[src/rtl/sram_ctrl_pkg.sv]
`default_nettype none
// ============================================================================
// Module      : sram_ctrl_pkg
// Description : Shared types and constants for the SRAM access sequencer.
// Revision    : 1.0 - initial release
// ============================================================================
package sram_ctrl_pkg;

    localparam int SRAM_WAIT_MAX = 15;
    localparam int SRAM_ADDR_W   = 20;
    localparam int SRAM_DATA_W   = 16;

    typedef enum logic [2:0] {
        IDLE     = 3'd0,
        RD_WAIT  = 3'd1,
        RD_DONE  = 3'd2,
        WR_SETUP = 3'd3,
        WR_PULSE = 3'd4,
        WR_HOLD  = 3'd5
    } sram_state_t;

endpackage
`default_nettype wire

[src/rtl/sram_wait_counter.sv]
`default_nettype none
// ============================================================================
// Module      : sram_wait_counter
// Description : Wait-state down counter. Loads WAIT_CYCLES-1 on state entry,
//               decrements to zero and holds there; done flags zero.
// Revision    : 1.0 - initial release
// ============================================================================
module sram_wait_counter
    import sram_ctrl_pkg::*;
#(
    parameter int WAIT_CYCLES = 2
) (
    input  logic Clk,
    input  logic Reset_ah,
    input  logic load,
    output logic done
);

    localparam int              CNT_W      = $clog2(WAIT_CYCLES + 1);
    localparam logic [CNT_W-1:0] C_LOAD_VAL = CNT_W'(WAIT_CYCLES - 1);

    logic [CNT_W-1:0] r_count;

    // Load on entry, otherwise count down and stop at zero (no wrap).
    always_ff @(posedge Clk or posedge Reset_ah) begin
        if (Reset_ah) begin
            r_count <= '0;
        end else if (load) begin
            r_count <= C_LOAD_VAL;
        end else if (r_count != '0) begin
            r_count <= r_count - 1'b1;
        end
    end

    assign done = (r_count == '0);

endmodule
`default_nettype wire

[src/rtl/sram_ctrl.sv]
`default_nettype none
// ============================================================================
// Module      : sram_ctrl
// Description : Converts CPU memory requests into timed active-low
//               asynchronous SRAM read/write cycles with programmable wait
//               states and a one-cycle ready pulse.
//               Optional macro SRAM_CTRL_STATS_EN adds saturating
//               rd_count / wr_count completion counters.
// Revision    : 1.0 - initial release
// ============================================================================
module sram_ctrl
    import sram_ctrl_pkg::*;
#(
    parameter int WAIT_CYCLES = 2
) (
    input  logic                   Clk,
    input  logic                   Reset_ah,
    input  logic                   req,
    input  logic                   we,
    input  logic [15:0]            addr,
    input  logic [SRAM_DATA_W-1:0] wdata,
    output logic [SRAM_DATA_W-1:0] rdata,
    output logic                   ready,
    output logic                   busy,
    output logic [SRAM_ADDR_W-1:0] sram_addr,
    input  logic [SRAM_DATA_W-1:0] sram_din,
    output logic [SRAM_DATA_W-1:0] sram_dout,
    output logic                   sram_dq_oe,
    output logic                   sram_ce_n,
    output logic                   sram_oe_n,
    output logic                   sram_we_n,
    output logic                   sram_ub_n,
`ifdef SRAM_CTRL_STATS_EN
    output logic                   sram_lb_n,
    output logic [15:0]            rd_count,
    output logic [15:0]            wr_count
`else
    output logic                   sram_lb_n
`endif
);

    if (WAIT_CYCLES < 1 || WAIT_CYCLES > SRAM_WAIT_MAX) begin : g_bad_wait
        $error("sram_ctrl: WAIT_CYCLES out of range 1..15");
    end

    sram_state_t            r_state;
    sram_state_t            w_next;
    logic                   w_load;
    logic                   w_done;
    logic                   w_accept;
    logic [15:0]            r_addr;
    logic [SRAM_DATA_W-1:0] r_wdata;
    logic [SRAM_DATA_W-1:0] r_rdata;

    assign w_accept = (r_state == IDLE) && req;

    sram_wait_counter #(
        .WAIT_CYCLES (WAIT_CYCLES)
    ) u_wait (
        .Clk      (Clk),
        .Reset_ah (Reset_ah),
        .load     (w_load),
        .done     (w_done)
    );

    // State register; async reset drops every SRAM strobe immediately.
    always_ff @(posedge Clk or posedge Reset_ah) begin
        if (Reset_ah) begin
            r_state <= IDLE;
        end else begin
            r_state <= w_next;
        end
    end

    // Next-state logic; the wait counter is loaded on entry to a wait state.
    always_comb begin
        w_next = r_state;
        w_load = 1'b0;
        case (r_state)
            IDLE: begin
                if (req) begin
                    if (we) begin
                        w_next = WR_SETUP;
                    end else begin
                        w_next = RD_WAIT;
                        w_load = 1'b1;
                    end
                end
            end
            RD_WAIT:  if (w_done) w_next = RD_DONE;
            RD_DONE:  w_next = IDLE;
            WR_SETUP: begin
                w_next = WR_PULSE;
                w_load = 1'b1;
            end
            WR_PULSE: if (w_done) w_next = WR_HOLD;
            WR_HOLD:  w_next = IDLE;
            default:  w_next = IDLE;
        endcase
    end

    // SRAM strobes decoded purely from state, so no input reaches an output.
    always_comb begin
        sram_ce_n  = 1'b1;
        sram_oe_n  = 1'b1;
        sram_we_n  = 1'b1;
        sram_dq_oe = 1'b0;
        ready      = 1'b0;
        busy       = (r_state != IDLE);
        case (r_state)
            RD_WAIT: begin
                sram_ce_n = 1'b0;
                sram_oe_n = 1'b0;
            end
            RD_DONE:  ready = 1'b1;
            WR_SETUP: begin
                sram_ce_n  = 1'b0;
                sram_dq_oe = 1'b1;
            end
            WR_PULSE: begin
                sram_ce_n  = 1'b0;
                sram_we_n  = 1'b0;
                sram_dq_oe = 1'b1;
            end
            WR_HOLD: begin
                sram_ce_n  = 1'b0;
                sram_dq_oe = 1'b1;
                ready      = 1'b1;
            end
            default: ;
        endcase
        sram_ub_n = sram_ce_n;
        sram_lb_n = sram_ce_n;
    end

    // Request latch; the SRAM only ever sees these copies while busy.
    always_ff @(posedge Clk or posedge Reset_ah) begin
        if (Reset_ah) begin
            r_addr  <= '0;
            r_wdata <= '0;
        end else if (w_accept) begin
            r_addr  <= addr;
            r_wdata <= wdata;
        end
    end

    // Read data captured on the edge leaving RD_WAIT; held across writes.
    always_ff @(posedge Clk or posedge Reset_ah) begin
        if (Reset_ah) begin
            r_rdata <= '0;
        end else if (r_state == RD_WAIT && w_done) begin
            r_rdata <= sram_din;
        end
    end

    assign sram_addr = {{(SRAM_ADDR_W - 16){1'b0}}, r_addr};
    assign sram_dout = r_wdata;
    assign rdata     = r_rdata;

`ifdef SRAM_CTRL_STATS_EN
    logic [15:0] r_rd_count;
    logic [15:0] r_wr_count;

    // Saturating completion counters, bumped on each ready pulse.
    always_ff @(posedge Clk or posedge Reset_ah) begin
        if (Reset_ah) begin
            r_rd_count <= '0;
            r_wr_count <= '0;
        end else begin
            if (r_state == RD_DONE && r_rd_count != 16'hFFFF) begin
                r_rd_count <= r_rd_count + 16'd1;
            end
            if (r_state == WR_HOLD && r_wr_count != 16'hFFFF) begin
                r_wr_count <= r_wr_count + 16'd1;
            end
        end
    end

    assign rd_count = r_rd_count;
    assign wr_count = r_wr_count;
`endif

endmodule
`default_nettype wire

[config.mk]
export PLATFORM = sky130hd
export DESIGN_NAME = sram_ctrl
export DESIGN_NICKNAME = d
export VERILOG_FILES = /design/src/rtl/sram_ctrl_pkg.sv /design/src/rtl/sram_wait_counter.sv /design/src/rtl/sram_ctrl.sv
export SDC_FILE = /design/constraint.sdc
export NUM_CORES = 1
export LEC_CHECK = 0
export ABC_AREA = 1
export CAP_MARGIN = 20
export CORE_ASPECT_RATIO = 1.5
export CORE_MARGIN = 8
export CORE_UTILIZATION = 40
export CTS_CLUSTER_DIAMETER = 120
export CTS_CLUSTER_SIZE = 40
export DETAILED_ROUTE_END_ITERATION = 8
export GPL_TIMING_DRIVEN = 0
export PLACE_DENSITY = 0.8
export SYNTH_ARGS = -nofsm -noshare
export SYNTH_HDL_FRONTEND = slang
export SYNTH_SLANG_ARGS = --single-unit
[constraint.sdc]
create_clock -name Clk -period 3.5 [get_ports Clk]
set_input_delay 0.7 -clock Clk [delete_from_list [all_inputs] [get_ports Clk]]
set_output_delay 0.7 -clock Clk [all_outputs]
set_load 0.05 [all_outputs]
==> flow_summary.yaml <==
timing:
  clock_skew_ns: 0.008524
  hold_viol_final: 0
  fin_setup_tns_ns: 0
  rsz0062_at_grt: "no"
  maxSlewHeadroom_pct: 63.53
  slew_viol_final: 0
  fmax_mhz: 351.8
  finalSetupViolations: 0
  period_share_pct: 81.21
  min_period_ns: 2.842
  worst_slew_pin_slew_ns: 0.5453
worst_setup_path:
  path_max_fanout: 10
  reg2reg_depth: 6
  cp-endpoint: "sram_oe_n"
  worstPathArrival_ns: 2.14
  endpoint_kind: "output pin"
  critical_path_class: "flip-flop to output pin"
  r2r_slack_ns: 2.09
  startpoint_type: "flip-flop"
  crit_required_ns: 2.80
  startpoint: "r_state[2]"
  reg2reg_to: "rdata[14]"
  reg2reg_from: "u_wait.r_count[0]"
power_and_ir_drop:
  p_leak_uw: 0.001748
  powerDensity_mw_per_mm2: 1167
  finalPower_uw: 4092
  ir_worst_vdd_mv: 0.5082
logic_synthesis:
  synth_xor_area_share_pct: 0.3919
  synth-compound-area-share_pct: 1.456
  yosysWarnings: 0
  synth.distinct_cells: 22
  ys.flop_type: "dfrtp_1"
  synth_simple_gate_area_share_pct: 31.08
  synthAdderAreaFrac_pct: 0.5599
  synthDominantCellAreaShare_pct: 59.35
  syn-cell-area_mm2: 0.002235
  ys_seq_area_share_pct: 59.35
  synthArstFlopShare_pct: 100.0
  syn_avg_cell_area_um2: 8.833
  synth_edf_count: 0
  synth_largest_area_cell: "dfrtp_1"
  synth_top_family_by_area: "simple AND/OR/NAND/NOR gates"
  post-synth-top-count-cell: "nand2_1"
  synth_cells: 253
  synth-seq-cells: 53
  synth_common_cells: "nand2_1, dfrtp_1, nand3_1"
  synthMuxAreaShare_pct: 0
  ys_top_cells_by_area: "dfrtp_1, nand2_1, nand3_1"
detailed_routing:
  ant_nets: 0
  wl_per_cell_um: 13.50
  via_count: 2007
  route.detailed.drc: 0
  dr.pass1.iters: 4
  wirelength_um: 5967
  drt-initial-drc-count: 54
  viasPerCell: 4.541
flow_run:
  cap_violations: 0
clock_tree:
  cts-root-to-sink-buffers: 2
  clkSlewWorstSetupHoldPaths_ns: 0.08
  cts_buffers: 5
  ctsResizeCount: 0
  clk_latency_ns: 0.29
  htreeDepth: 2
  cts_hold_buffers: 0
  cts_setup_buffers: 0
  cts_tree: "done"
  cts-root-buf: "clkbuf_8"
  clock_sinks: 53
global_routing:
  grt_start_max_net_pins: 38
  track_usage_pct: 14.37
  grt_overflow: 0
  grt_pass1_wl_um: 9777
  antenna_found_initial: 0
  grt_pass1_vias: 1991
place:
  port_buffers: 107
  post-place-cells: 434
  hpwlAfterDp_um: 4763
  place_congestion: 0.7664
  place_area_mm2: 0.003425
final_layout:
  n_antenna_cell: 0
  area_growth_pct: 56.94
  multi_input_area_um2: 763.2
  register_area_mm2: 0.001326
  fin_nets: 424
  fill_cells: 485
  layout.cell_area.non_filler_mm2: 0.003507
  fin_util_pct: 64.35
  final_layout_size_suffix_gt1_share_pct: 8.602
  final_cells: 442
floorplan:
  die_h_um: 107.5
  dieArea_mm2: 0.008283
  die_w_um: 77.03
  coreArea_mm2: 0.005450
  initial_core_util_pct: 41.00
  ios: 112
  rows: 33
run_status:
  status: "finished clean"
hold_path:
  worstHoldStart: "rdata[8]"
  worstHoldPathType: "flip-flop to flip-flop"
through the flow:
step | hold slack [ns] | worst slack (ns)
3_5_place_dp | 0.4589 | 0.9779
3_3_place_gp | 0.4527 | 0.5004
5_1_grt | 0.5102 | 0.5165
2_1_floorplan | 0.4951 | 0.6881
4_1_cts | 0.4797 | 0.6421
6_report | 0.4728 | 0.6578
per-layer routing:
metal	routed length, um	global-route usage (%)	vias to the layer above
met4	71	3.794	0
met5	0	0	-
met3	495	6.187	7
met1	2308	14.98	915
met2	3091	25.78	76
li1	-	-	1009
layout make-up:
type | instances | share of cell area, %
Timing Repair Buffer | 108 | 31.11
Multi-Input combinational cell | 178 | 21.76
Sequential cell | 53 | 37.82
Clock inverter | 2 | 0.2854
Clock buffer | 6 | 2.069
Buffer | 16 | 3.496
Inverter | 9 | 0.9633
Tap cell | 70 | 2.497
report_power, final:
group          switching [uW]  total, uW  internal [uW]
logic                    1810       2680            878
clock network             184        323            139
registers                 175       1080            909
registers in the layout, summed over array words and instances (netlist names):
| signal | flops |
|---|---|
| r_addr | 16 |
| r_state | 3 |
| rdata | 16 |
| sram_dout | 16 |
| u_wait.r_count | 2 |
worst min path at each step:
stage	endpoint	slack [ns]	cells past startpoint
final	rdata[8]	0.47	2
after global routing	sram_dout[1]	0.51	2
after CTS	rdata[9]	0.48	2
after detailed placement	rdata[9]	0.46	2
after global placement	rdata[8]	0.45	2
after floorplan	u_wait.r_count[1]	0.50	2
cells in the final DEF, fill, tap and decap left out:
cell type | Yosys | layout
ha_1 | 1 | 1
nor2_4 | 2 | 2
nand3b_1 | 1 | 1
nand4_1 | 1 | 1
inv_1 | 7 | 6
conb_1 | 1 | 4
clkinv_2 | 0 | 2
buf_12 | 0 | 1
nand2_2 | 1 | 1
buf_4 | 7 | 7
buf_6 | 4 | 4
nand3_1 | 19 | 19
o21ai_0 | 3 | 3
clkdlybuf4s50_1 | 0 | 107
dfrtp_1 | 53 | 53
nand2_4 | 1 | 1
nor4_1 | 1 | 1
xor2_1 | 1 | 1
clkbuf_1 | 0 | 1
nand3_4 | 1 | 1
nor2_1 | 4 | 4
nand2_1 | 135 | 135
o211ai_1 | 1 | 1
buf_2 | 5 | 5
clkbuf_8 | 0 | 5
a21oi_1 | 2 | 2
inv_2 | 2 | 3
cells by family (layout without fill, tap and decap cells):
family	after synthesis	count (layout)
AO/OA/AOI/OAI	6	6
XOR/XNOR	1	1
adder cells (fa/ha/maj)	1	1
buffers and inverters	25	141
flip-flops	53	53
other	1	4
AND/OR/NAND/NOR	166	166
critical path: stages, from the launching register on:
cell,delay [ns]
dfrtp_1,0.45
inv_2,0.15
nand2_2,0.08
nor2_4,0.22
buf_4,0.22
inv_1,0.05
clkdlybuf4s50_1,0.69
(Power assumes the default switching activity.)
